`src/rtl/lvds_input_pkg.sv`:
```
// rtl/lvds_input_pkg.sv - shared types and constants for the LVDS input delay calibration
package lvds_input_pkg;

    localparam int               TAP_W           = 5;
    localparam logic [TAP_W-1:0] MAX_TAP         = 5'd31;
    localparam logic [3:0]       PATTERN_DEFAULT = 4'b1010;

    typedef enum logic [3:0] {
        S_IDLE,
        S_WAIT_RDY,
        S_LOAD,
        S_SETTLE,
        S_CHECK,
        S_EVAL,
        S_CENTER,
        S_NEXT,
        S_DONE
    } calib_state_t;

endpackage

```
`src/rtl/lvds_calib_window.sv`:
```
// rtl/lvds_calib_window.sv - tracks the widest run of passing taps and its centre
module lvds_calib_window
    import lvds_input_pkg::*;
(
    input  logic             clk,
    input  logic             resetn,
    input  logic             clear,
    input  logic             tap_valid,
    input  logic             tap_pass,
    input  logic             sweep_end,
    input  logic [TAP_W-1:0] tap,
    output logic [5:0]       best_start,
    output logic [5:0]       best_len,
    output logic [TAP_W-1:0] centre
);
    logic [5:0] cur_start_q, cur_start_d;
    logic [5:0] cur_len_q, cur_len_d;
    logic [5:0] best_start_q, best_start_d;
    logic [5:0] best_len_q, best_len_d;
    logic [5:0] run_start;
    logic [5:0] run_len;
    logic [5:0] half_len;

    always_comb begin
        cur_start_d  = cur_start_q;
        cur_len_d    = cur_len_q;
        best_start_d = best_start_q;
        best_len_d   = best_len_q;
        run_start    = cur_start_q;
        run_len      = cur_len_q;
        if (tap_pass) begin
            if (cur_len_q == 6'd0) begin
                run_start = {1'b0, tap};
            end
            run_len = cur_len_q + 6'd1;
        end
        if (clear) begin
            cur_start_d  = '0;
            cur_len_d    = '0;
            best_start_d = '0;
            best_len_d   = '0;
        end else if (tap_valid) begin
            cur_start_d = run_start;
            cur_len_d   = run_len;
            // A failing tap or the last tap closes the run; strict > keeps the earliest of equal runs.
            if (!tap_pass || sweep_end) begin
                if (run_len > best_len_q) begin
                    best_start_d = run_start;
                    best_len_d   = run_len;
                end
                cur_len_d = '0;
            end
        end
    end

    always_ff @(posedge clk or negedge resetn) begin
        if (!resetn) begin
            cur_start_q  <= '0;
            cur_len_q    <= '0;
            best_start_q <= '0;
            best_len_q   <= '0;
        end else begin
            cur_start_q  <= cur_start_d;
            cur_len_q    <= cur_len_d;
            best_start_q <= best_start_d;
            best_len_q   <= best_len_d;
        end
    end

    assign half_len   = (best_len_q - 6'd1) >> 1;
    assign centre     = best_start_q[TAP_W-1:0] + half_len[TAP_W-1:0];
    assign best_start = best_start_q;
    assign best_len   = best_len_q;

endmodule

```
`src/rtl/lvds_idelay_calib.sv`:
```
// rtl/lvds_idelay_calib.sv - per-lane IDELAY tap sweep and centring against a training word
module lvds_idelay_calib
    import lvds_input_pkg::*;
#(
    parameter int                NLANES      = 4,
    parameter int                WORD_W      = 4,
    parameter logic [WORD_W-1:0] PATTERN     = WORD_W'(PATTERN_DEFAULT),
    parameter int                SETTLE      = 8,
    parameter int                WINDOW      = 64,
    parameter logic [TAP_W-1:0]  DEFAULT_TAP = 5'd0
) (
    input  logic                     clk,
    input  logic                     resetn,
    input  logic                     start,
    input  logic                     abort,
    input  logic                     idelay_rdy,
    input  logic                     sample_valid,
    input  logic [NLANES*WORD_W-1:0] lane_data,
    output logic [TAP_W-1:0]         cntvaluein,
    output logic [NLANES-1:0]        ld,
    output logic                     busy,
    output logic                     done,
    output logic [NLANES-1:0]        fail_mask,
    output logic [NLANES*TAP_W-1:0]  tap_out
);
    localparam int LANE_W = (NLANES > 1) ? $clog2(NLANES) : 1;
    localparam int SCNT_W = $clog2(SETTLE + 1);
    localparam int MCNT_W = $clog2(WINDOW + 1);

    calib_state_t            state_q, state_d;
    logic [LANE_W-1:0]       lane_q, lane_d;
    logic [TAP_W-1:0]        tap_q, tap_d;
    logic [SCNT_W-1:0]       settle_q, settle_d;
    logic [MCNT_W-1:0]       match_q, match_d;
    logic                    pass_q, pass_d;
    logic [TAP_W-1:0]        cntvaluein_q, cntvaluein_d;
    logic [NLANES-1:0]       ld_q, ld_d;
    logic                    busy_q, busy_d;
    logic                    done_q, done_d;
    logic [NLANES-1:0]       fail_mask_q, fail_mask_d;
    logic [NLANES*TAP_W-1:0] tap_out_q, tap_out_d;

    logic              win_clear, win_valid, win_end;
    logic [5:0]        win_best_start, win_best_len;
    logic [TAP_W-1:0]  win_centre;
    logic [TAP_W-1:0]  final_tap;
    logic [WORD_W-1:0] lane_word;
    logic              rdy_lost;

    lvds_calib_window u_window (
        .clk        (clk),
        .resetn     (resetn),
        .clear      (win_clear),
        .tap_valid  (win_valid),
        .tap_pass   (pass_q),
        .sweep_end  (win_end),
        .tap        (tap_q),
        .best_start (win_best_start),
        .best_len   (win_best_len),
        .centre     (win_centre)
    );

    assign lane_word = lane_data[int'(lane_q)*WORD_W +: WORD_W];
    assign rdy_lost  = !idelay_rdy && (state_q inside {S_LOAD, S_SETTLE, S_CHECK, S_EVAL});
    // An empty window has best_start == 0, so the same test also covers an unused start.
    assign final_tap = (win_best_len == 6'd0 && win_best_start == 6'd0) ? DEFAULT_TAP : win_centre;

    always_comb begin
        state_d      = state_q;
        lane_d       = lane_q;
        tap_d        = tap_q;
        settle_d     = settle_q;
        match_d      = match_q;
        pass_d       = pass_q;
        cntvaluein_d = cntvaluein_q;
        ld_d         = '0;
        busy_d       = busy_q;
        done_d       = 1'b0;
        fail_mask_d  = fail_mask_q;
        tap_out_d    = tap_out_q;
        win_clear    = 1'b0;
        win_valid    = 1'b0;
        win_end      = 1'b0;
        if (abort && state_q != S_IDLE) begin
            state_d = S_IDLE;
            busy_d  = 1'b0;
            done_d  = 1'b1;
        end else if (rdy_lost) begin
            // Partial sweep is untrustworthy once the delay line lost calibration.
            win_clear = 1'b1;
            tap_d     = '0;
            state_d   = S_WAIT_RDY;
        end else begin
            case (state_q)
                S_IDLE: begin
                    if (start && !abort) begin
                        state_d     = S_WAIT_RDY;
                        busy_d      = 1'b1;
                        fail_mask_d = '0;
                        lane_d      = '0;
                        tap_d       = '0;
                        win_clear   = 1'b1;
                    end
                end
                S_WAIT_RDY: begin
                    if (idelay_rdy) state_d = S_LOAD;
                end
                S_LOAD: begin
                    cntvaluein_d = tap_q;
                    ld_d[lane_q] = 1'b1;
                    settle_d     = '0;
                    state_d      = S_SETTLE;
                end
                S_SETTLE: begin
                    if (settle_q == SCNT_W'(SETTLE - 1)) begin
                        match_d = '0;
                        state_d = S_CHECK;
                    end else begin
                        settle_d = settle_q + 1'b1;
                    end
                end
                S_CHECK: begin
                    if (sample_valid) begin
                        if (lane_word != PATTERN) begin
                            pass_d  = 1'b0;
                            state_d = S_EVAL;
                        end else if (match_q == MCNT_W'(WINDOW - 1)) begin
                            pass_d  = 1'b1;
                            state_d = S_EVAL;
                        end else begin
                            match_d = match_q + 1'b1;
                        end
                    end
                end
                S_EVAL: begin
                    win_valid = 1'b1;
                    win_end   = (tap_q == MAX_TAP);
                    if (tap_q == MAX_TAP) begin
                        state_d = S_CENTER;
                    end else begin
                        tap_d   = tap_q + 1'b1;
                        state_d = S_LOAD;
                    end
                end
                S_CENTER: begin
                    if (win_best_len == 6'd0) fail_mask_d[lane_q] = 1'b1;
                    cntvaluein_d                                = final_tap;
                    ld_d[lane_q]                                = 1'b1;
                    tap_out_d[int'(lane_q)*TAP_W +: TAP_W]      = final_tap;
                    state_d                                     = S_NEXT;
                end
                S_NEXT: begin
                    if (lane_q == LANE_W'(NLANES - 1)) begin
                        state_d = S_DONE;
                    end else begin
                        lane_d    = lane_q + 1'b1;
                        tap_d     = '0;
                        win_clear = 1'b1;
                        state_d   = S_WAIT_RDY;
                    end
                end
                S_DONE: begin
                    done_d  = 1'b1;
                    busy_d  = 1'b0;
                    state_d = S_IDLE;
                end
                default: state_d = S_IDLE;
            endcase
        end
    end

    always_ff @(posedge clk or negedge resetn) begin
        if (!resetn) begin
            state_q      <= S_IDLE;
            lane_q       <= '0;
            tap_q        <= '0;
            settle_q     <= '0;
            match_q      <= '0;
            pass_q       <= 1'b0;
            cntvaluein_q <= '0;
            ld_q         <= '0;
            busy_q       <= 1'b0;
            done_q       <= 1'b0;
            fail_mask_q  <= '0;
            tap_out_q    <= {NLANES{DEFAULT_TAP}};
        end else begin
            state_q      <= state_d;
            lane_q       <= lane_d;
            tap_q        <= tap_d;
            settle_q     <= settle_d;
            match_q      <= match_d;
            pass_q       <= pass_d;
            cntvaluein_q <= cntvaluein_d;
            ld_q         <= ld_d;
            busy_q       <= busy_d;
            done_q       <= done_d;
            fail_mask_q  <= fail_mask_d;
            tap_out_q    <= tap_out_d;
        end
    end

    assign cntvaluein = cntvaluein_q;
    assign ld         = ld_q;
    assign busy       = busy_q;
    assign done       = done_q;
    assign fail_mask  = fail_mask_q;
    assign tap_out    = tap_out_q;

endmodule

```
`config.mk`:
```
export PLATFORM = sky130hd
export DESIGN_NAME = lvds_idelay_calib
export DESIGN_NICKNAME = d
export VERILOG_FILES = /design/src/rtl/lvds_input_pkg.sv /design/src/rtl/lvds_calib_window.sv /design/src/rtl/lvds_idelay_calib.sv
export SDC_FILE = /design/constraint.sdc
export NUM_CORES = 1
export LEC_CHECK = 0
export BUFFER_PORTS_ARGS = -buffer_cell sky130_fd_sc_hd__buf_2
export CORE_MARGIN = 1
export CORE_UTILIZATION = 55
export DETAILED_ROUTE_END_ITERATION = 12
export PLACE_DENSITY = 0.83
export RECOVER_POWER = 50
export SLEW_MARGIN = 20
export SYNTH_ARGS = -nofsm -noshare
export SYNTH_HDL_FRONTEND = slang
export SYNTH_SLANG_ARGS = --single-unit
```
`constraint.sdc`:
```
create_clock -name clk -period 3.6 [get_ports clk]
set_input_delay 0.54 -clock clk [delete_from_list [all_inputs] [get_ports clk]]
set_output_delay 0.54 -clock clk [all_outputs]
set_load 0.01 [all_outputs]
```
; ---- Word-level counts from Yosys, hierarchy flattened
; Cells that the tools add are included.
[totals]
output_inout_bits = 35
reg_bits = 82
wordCells = 176
[classes]
eq_ne = 31
addsub = 8
mux = 73
mul = 1
n_bitwise = 3
n_reduce_logical = 38
shift = 3
n_lt_le_gt_ge = 3
[ops]
columns = cell, n
row1 = 2-to-1 mux 6 bit, 16
row2 = 2-to-1 mux 4 bit, 15
row3 = negator 5 -> 33 bit, 1
row4 = variable shift 5 x 33 -> 20 bit (first input constant), 1
row5 = indexed part select 5 x 33 -> 20 bit, 1
row6 = case mux 4 bit (8 select lines), 1
row7 = 2-to-1 mux 7 bit, 4
row8 = 2-to-1 mux 5 bit, 5
row9 = AND reduction 5 bit, 5
row10 = bitwise mux 20 bit, 1
row11 = equality test 4 x 3 -> 1 bit (second input constant), 5
row12 = 2-to-1 mux 1 bit, 19
row13 = logical NOT 6 bit, 3
row14 = nonzero test 2 bit, 9
row15 = case mux 4 bit (2 select lines), 2
row16 = indexed part select 16 x 5 -> 4 bit, 1
row17 = case mux 5 bit (3 select lines), 1
row18 = inequality test 2 bit (second input constant), 7
row19 = case mux 7 bit (2 select lines), 1
row20 = inequality test 3 bit (second input constant), 4
row21 = inequality test 4 bit (second input constant), 3
row22 = AND reduction 3 bit, 4
row23 = nonzero test 4 bit, 3
row24 = case mux 5 bit (2 select lines), 1
row25 = other kinds (36), 47

; ---- Longest topological paths before layout
; Gate-level depths: netlist of the first run.
[logic_depth]
word_depth = 9
depth_mapped = 12

; ---- Hierarchy
; A second synthesis of the first run with hierarchy kept.
[hier_totals]
hier_cells = 500
hier_area_um2 = 4877.2
[modules_own_cells]
columns = mod, n_inst, seq_area_each_um2, cells_per_inst, area_per_inst_um2
row1 = lvds_idelay_calib, 1, 1451.4, 334, 3230.6
row2 = lvds_calib_window, 1, 600.6, 166, 1646.6

; ---- Worst setup path before layout of the first run
; Ideal clock, no wire load.
[synth_path]
path_type = register -> register
startpoint = register pass_q
endpoint = register u_window.best_len_q[1] (netlist: u_window.best_len[1])
period_less_slack_ns = 2.493
stages_incl_launch_ff = 13
arrival_time_ns = 2.415
required_time_ns = 3.522
path_slack_ns = 1.107
path_buffers = 2
cell_sequence = dfrtp_1 > clkbuf_1 > nand4_1 > nor2_1 > xnor2_1 > inv_1 > ha_1 > nand4_1 > o21bai_1 > o221a_2 > o21bai_1 > buf_2 > o2bb2ai_1
[synth_between]
elab_chain_len = 5
[synth_lines]
columns = element, line_no
row1 = "start, declared", lvds_idelay_calib.sv:35  ; logic pass_q, pass_d;
row2 = "start signal, assigned", lvds_idelay_calib.sv:192  ; pass_q <= pass_d;
row3 = branches (longest 5 deep; another with greater-than comparator 6 bit), -
row4 = "end signal, assigned", lvds_calib_window.sv:66  ; best_len_q <= best_len_d;
row5 = "end, declared", lvds_calib_window.sv:19  ; logic [5:0] best_len_q, best_len_d;
; Several ways; the timed one is not identified. The select of a mux whose other input is x is not followed.
; A chain may end at the register's enable or synchronous reset.

; ---- Worst setup path in the final report of the first run
[layout_path]
startpoint = register u_window.cur_len_q[0]
endpoint = register u_window.best_start_q[4] (netlist: u_window.best_start[4])
[layout_between]
elab_chain_len = 7
[layout_lines]
columns = element, line_no
row1 = "start, declared", lvds_calib_window.sv:17  ; logic [5:0] cur_len_q, cur_len_d;
row2 = "start signal, assigned", lvds_calib_window.sv:64  ; cur_len_q <= cur_len_d;
row3 = branches (longest 7 deep; another with adder 6 x 1 -> 6 bit), -
row4 = "end signal, assigned", lvds_calib_window.sv:65  ; best_start_q <= best_start_d;
row5 = "end, declared", lvds_calib_window.sv:18  ; logic [5:0] best_start_q, best_start_d;
; Several ways; the timed one is not identified. The select of a mux whose other input is x is not followed.

==> out/qor.yml, run 1 <==
setup_path:
  worst-setup-path-type: "reg2reg"
  critPathMaxFanout: 12
  crit_arrival_ns: 2.97
  crit_path_start: "u_window.cur_len_q[0]$_DFFE_PN0P_"
  worstSetupEndpoint: "u_window.best_start[4]$_DFFE_PN0P_"
  timing.rr.end: "u_window.best_start[4]$_DFFE_PN0P_"
  cp.required_ns: 3.87
  start_kind: "flop"
  cp-end-kind: "flop"
  reg2reg_depth: 11
  r2r-start: "u_window.cur_len_q[0]$_DFFE_PN0P_"
  r2r_setup_slack_ns: 0.90
final_layout:
  layout.nets: 566
  drive_above_1_share: 0.128
  final_cells: 625
  synthToLayoutAreaGrowth_pct: 11.5
  postLayoutCoreUtil: 0.643
  diodes: 0
yosys:
  synthFlopType: "dfrtp_1"
  ys_async_sr_fraction: 1.00
  synth_commonest_cells: "dfrtp_1 (82), nand2_1 (57), o21ai_0 (40), nor2_1 (31), a21oi_1 (28)"
  synth_area_um2: 4520
  yosysMostFrequentCell: "dfrtp_1"
  syn_inst: 467
  ys_warn_count: 0
  syn_nets: 515
  yosysTopAreaCell: "dfrtp_1"
  ys_seq_area_frac: 0.454
  ys_types: 61
  netlist.area_leader.share: 0.454
  syn_avg_cell_area_um2: 9.68
  synth_edf_count: 0
  synth_seq_cells: 82
  synth.area.top_cells: "dfrtp_1 (45%), ha_1 (6.9%), nand2_1 (4.7%)"
timing:
  layout_min_cycle_time_ns: 2.70
  slew_headroom: -0.290
  setup_tns_ns: 0
  final_max_slew_viol_count: 83
  setup_viol: 0
  fmax_ghz: 0.370
  final_hold_viol_count: 0
  grt_setup_unrepaired: "no"
  skew_ns: 0.0128
  worst_pin_slew_ns: 1.93
  fin_crit_sh: 0.751
detailed_routing:
  ant_nets: 0
  routed_wl_um: 9710
  wl_per_cell_um: 15.5
  vias: 3622
  first_pass_iters: 4
  viasPerCell: 5.80
  drt_iter0_markers: 230
  drc: 0
pwr:
  power_frac_comb: 0.212
  p_per_area_nw_per_um2: 445
  peakVddDrop_mv: 0.222
  p_switching_uw: 735
  power_leakage_uw: 0.00230
  internal_power_uw: 1510
  power_uw: 2240
  p_seq_frac: 0.487
  p_sw_frac: 0.328
  clkPwrFrac: 0.301
floorplanning:
  core_area_um2: 7850
  die_w_um: 92.7
  die-area_um2: 8590
  initial_utilization: 0.576
  core.rowCount: 32
  die_h_um: 92.7
  io_pins: 57
clock_network:
  cts_buffer_depth: 2
  clkSlewWorstSetupHoldPaths_ns: 0.09
  clk_latency_ns: 0.36
  clkSinkCount: 82
  ctsHtreeMaxLevel: 3
  post_cts_buffers: 0
  numCtsBuffers: 9
  root_buffer: "clkbuf_8"
  cts_resized: 0
  cts_tree: "done"
  cts_hold_buf: 0
status:
  violations: "capacitance limit, slew limit"
  outcome: "complete, but fails checks"
placed_design:
  placed_cells: 609
  dpl.hpwl_um: 7090
  portBuffers: 56
  gp_congestion: 0.830
run:
  drv_cap: 1
global_route:
  grt_pass1_vias: 3499
  antenna_found_initial: 0
  gr-total-overflow: 0
  grt_pass1_wl_um: 16200
  grt_max_degree: 83
  track_usage: 0.238
min_path:
  hold_class: "in2reg"
  hold_depth: 2
## worst max-delay path: stages, from the launching register on
cell and delay (ns):
dfrtp_1 0.46, inv_1 0.07, ha_1 0.29, mux2i_1 0.39
inv_1 0.10, ha_1 0.30, a21oi_1 0.17, o21bai_1 0.08
o221a_2 0.29, o21bai_1 0.13, buf_4 0.21, o2bb2ai_1 0.14
## placed cells by master, fill, tap and decap left out, types with 7 or more instances in the layout
| master | count |
|---|---|
| mux2i_1 | 8 |
| and2_1 | 10 |
| clkbuf_8 | 9 |
| xnor2_1 | 8 |
| a21oi_1 | 28 |
| clkbuf_1 | 17 |
| nor2_1 | 31 |
| o21ai_0 | 40 |
| ha_1 | 25 |
| buf_2 | 38 |
| a22o_1 | 14 |
| nand2_1 | 57 |
| o31ai_1 | 7 |
| nand4_1 | 7 |
| dfrtp_1 | 82 |
| inv_1 | 24 |
| o2bb2ai_1 | 11 |
## through the flow
step | hold slack [ns] | cell area (µm²) | worst slack [ns]
after floorplan | 0.244 | 4520 | 1.11
after global placement | 0.457 | 4860 | 1.06
after detailed placement | 0.464 | 4860 | 0.952
after CTS | 0.394 | 5070 | 0.919
after global routing | 0.491 | 5040 | 0.615
final | 0.479 | 5040 | 0.898
## power groups by stage
stage                     logic, µW  clock network (µW)  registers [µW]
final                           476                 674            1090
after global routing            533                 730            1110
after CTS                       476                 680            1090
after detailed placement        472                   0            1110
after global placement          452                   0            1100
after floorplan                 389                   0            1050
## worst min-delay path by stage
stage                             from  slack, ns                      end
2_1_floorplan                   resetn       0.24         busy$_DFFE_PN0P_
3_3_place_gp    tap_out[1]$_DFFE_PN0P_       0.46   tap_out[1]$_DFFE_PN0P_
3_5_place_dp   tap_out[16]$_DFFE_PN0P_       0.46  tap_out[16]$_DFFE_PN0P_
4_1_cts                         resetn       0.39  tap_out[19]$_DFFE_PN0P_
5_1_grt                          abort       0.49   state_q[0]$_DFFE_PN0P_
6_report                         abort       0.48   state_q[0]$_DFFE_PN0P_
## sequential cells by signal, indices dropped and copies added, names as in the netlist
register / cells
state_q: 4
fail_mask: 4
tap_out: 20
cntvaluein: 5
match_q: 7
done: 1
lane_q: 2
u_window.cur_len_q: 6
busy: 1
settle_q: 4
u_window.best_len: 6
pass_q: 1
u_window.best_start: 6
tap_q: 5
ld: 4
u_window.cur_start_q: 6
## cell families (layout without fill, tap and decap cells)
logic type / Yosys count / count (layout) / synth area share
compound gates: 135 / 135 / 0.196
xor+xnor: 13 / 13 / 0.0252
fa+ha+maj: 26 / 26 / 0.0736
buf+inv: 41 / 97 / 0.0368
flops: 82 / 82 / 0.454
mux: 12 / 12 / 0.0277
simple gates: 158 / 158 / 0.186
## final cells by class
class,instances,area (µm²)
clock buffers,9,124
multi-input cells,344,2300
fillers,659,2810
well taps,102,128
repair buffers,57,267
inverters,24,90.1
flip-flops and latches,82,2050
clock inverters,7,78.8
## metal layers
layer	share of wire	up-vias	track usage
li1	-	1785	-
met1	0.46	1733	0.316
met2	0.49	92	0.404
met3	0.034	12	0.0312
met5	0	-	0
met4	0.015	0	0.0782
(Power assumes the default switching activity.)
==> inputs of run 2 (changes only) <==
--- a/config.mk
+++ b/config.mk
@@ -5,6 +5,7 @@
 export SDC_FILE = /design/constraint.sdc
 export NUM_CORES = 1
 export LEC_CHECK = 0
+export ABC_AREA = 1
 export BUFFER_PORTS_ARGS = -buffer_cell sky130_fd_sc_hd__buf_2
 export CORE_MARGIN = 1
 export CORE_UTILIZATION = 55
==> constraint.sdc (replaced) <==
create_clock -name clk -period 2.5 [get_ports clk]
set_input_delay 0.375 -clock clk [delete_from_list [all_inputs] [get_ports clk]]
set_output_delay 0.375 -clock clk [all_outputs]
set_load 0.01 [all_outputs]
==> run 2 against run 1 <==
The run now ends clean. Clock-buffer cell count rose by 1. Global-route usage rose by 1.1 points. Register-to-register slack got worse by 0.79 ns. First-iteration DRC count rose by 32%. Worst setup slack got worse by 0.79 ns. Clock power rose by 35%. Largest power group unchanged.
==> out/qor.yml, run 2 <==
floorplanning:
  core_area_um2: 8680
  io_pins: 57
  die-area_um2: 9340
  core.rowCount: 34
  die_h_um: 96.6
  initial_utilization: 0.567
  die_w_um: 96.6
yosys:
  ys_async_sr_fraction: 1.00
  synth_seq_cells: 82
  synth_edf_count: 0
  ys_seq_area_frac: 0.417
  yosysTopAreaCell: "dfrtp_1"
  synth_area_um2: 4920
  ys_warn_count: 0
  syn_inst: 636
  synthFlopType: "dfrtp_1"
  netlist.area_leader.share: 0.417
  syn_avg_cell_area_um2: 7.74
  synth_commonest_cells: "nand2_1 (179), dfrtp_1 (82), inv_1 (71), nor2_1 (59), nand3_1 (45)"
  synth.area.top_cells: "dfrtp_1 (42%), nand2_1 (14%), ha_1 (6.4%)"
  syn_nets: 684
  yosysMostFrequentCell: "nand2_1"
  ys_types: 40
clock_network:
  cts_buffer_depth: 2
  ctsHtreeMaxLevel: 3
  clkSinkCount: 82
  root_buffer: "clkbuf_8"
  cts_hold_buf: 0
  clk_latency_ns: 0.36
  clkSlewWorstSetupHoldPaths_ns: 0.09
  cts_tree: "done"
  numCtsBuffers: 9
pwr:
  power_uw: 3710
  power_leakage_uw: 0.00302
  peakVddDrop_mv: 0.444
  p_per_area_nw_per_um2: 664
timing:
  final_hold_viol_count: 0
  slew_headroom: 0.306
  final_max_slew_viol_count: 0
  setup_viol: 0
  layout_min_cycle_time_ns: 2.39
  holdWs_ns: 0.178
  skew_ns: 0.0115
  fmax_ghz: 0.418
  fin_crit_sh: 0.957
  worst_pin_slew_ns: 1.04
setup_path:
  critPathTopFamily: "simple AND/OR/NAND/NOR gates"
  critPathBufInv: 2
  crit_arrival_ns: 2.69
  critPathSlowestCell: "dfrtp_2"
  cp-end-kind: "flop"
  start_kind: "flop"
  crit_chain: "nand2_1 > nor3_2 > nand3_1 > xor2_1 > ha_1 > nand2_1 > nor2_1 > o21ai_0 > nand3_1 > nor3b_4 > buf_6 > buf_4 > nand4_1 > nand2_1"
  cp.required_ns: 2.80
  cp_slowest_stage_delay_ns: 0.41
  worst-setup-path-type: "reg2reg"
  critPathMaxFanout: 7
  cp_common_cell: "nand2_1"
final_layout:
  diodes: 0
  final_cells: 823
  drive_above_1_share: 0.171
  layout.nets: 758
  final_cell_mix: "nand2_1 (178), dfrtp_1 (81), inv_1 (70)"
  largest_reg_flops: 20
  synthToLayoutAreaGrowth_pct: 13.5
  fillers: 734
  final_common_cell: "nand2_1"
detailed_routing:
  ant_nets: 0
  viasPerCell: 5.44
  wl_per_cell_um: 13.7
  drc: 0
  first_pass_iters: 4
  drt_iter0_markers: 304
  routed_wl_um: 11300
  vias: 4478
placed_design:
  portBuffers: 56
  dpl.hpwl_um: 8500
  placed_cells: 801
  gp_congestion: 0.916
min_path:
  hold_class: "in2async"
global_route:
  gr-total-overflow: 0
  grt_max_degree: 43
  antenna_found_initial: 0
  grt_pass1_wl_um: 19100
  track_usage: 0.249
  grt_pass1_vias: 4194
run:
  drv_cap: 0
status:
  outcome: "complete, no violations"
==> run 2: changes by cell type after synthesis, moves of 10 or more <==
cell,delta
inv_1,+47
nand2_1,+122
nor2_1,+28
o21ai_0,-18
nand4_1,+12
nand3_2,+12
o2bb2ai_1,-10
nand3_1,+40
a22o_1,-14
==> run 2: kinds of logic after synthesis <==
kind of cell,Yosys count,share of synthesized area
buffers and inverters,90,0.0755
xor gates and xnor gates,16,0.0285
DFF,82,0.417
and+or+nand+nor,351,0.333
adders and majority gates,26,0.0676
AOI/OAI and AO/OA,71,0.0790
==> run 2: per-layer routing <==
metal | GRT usage | share of wire
met1 | 0.333 | 0.46
met2 | 0.409 | 0.49
met3 | 0.0354 | 0.038
met4 | 0.0976 | 0.017
met5 | 0 | 0
==> run 2: per-stage QoR <==
step	area [µm²]	setup TNS (ns)	worst slack, ns	util
2_1_floorplan	4920	0	0.0337	-
3_3_place_gp	5370	0	0.189	0.619
3_5_place_dp	5370	0	0.0673	0.619
4_1_cts	5560	0	0.0231	0.641
5_1_grt	5590	-0.226	-0.0295	0.644
6_report	5590	0	0.108	0.644
==> run 2: cell type report <==
type	instances	area (µm²)	share of cell area
Clock buffer	10	138	0.0246
Clock inverter	6	47.5	0.00851
Inverter	79	299	0.0535
Multi-Input combinational cell	465	2530	0.452
Sequential cell	82	2050	0.367
Tap cell	108	135	0.0242
Timing Repair Buffer	73	389	0.0696
==> run 2: worst paths after layout <==
check,from,to,slack (ns),cells past startpoint
worst max-delay path,u_window.cur_len_q[2]$_DFFE_PN0P_,u_window.best_len[4]$_DFFE_PN0P_,0.11,14
min in group clk,abort,done$_DFF_PN0_,0.32,3
worst min register to register,tap_out[16]$_DFFE_PN0P_,tap_out[16]$_DFFE_PN0P_,0.49,2
worst max register to register,u_window.cur_len_q[2]$_DFFE_PN0P_,u_window.best_len[4]$_DFFE_PN0P_,0.11,14
worst min-delay path,resetn,tap_out[4]$_DFFE_PN0P_,0.18,1
max in group asynchronous,resetn,u_window.cur_len_q[2]$_DFFE_PN0P_,0.71,2
==> run 2: timing repair <==
action,4_1_cts,5_1_grt
setup endpoints to repair,0,16
gates resized for setup,0,9
buffers inserted,0,5
==> run 2: where the power goes <==
group	internal [µW]	switching [µW]	total [µW]	leakage (µW)
sequential	1440	90.5	1530	0.00112
combinational	361	916	1280	0.00180
clock	398	509	908	0.0000937
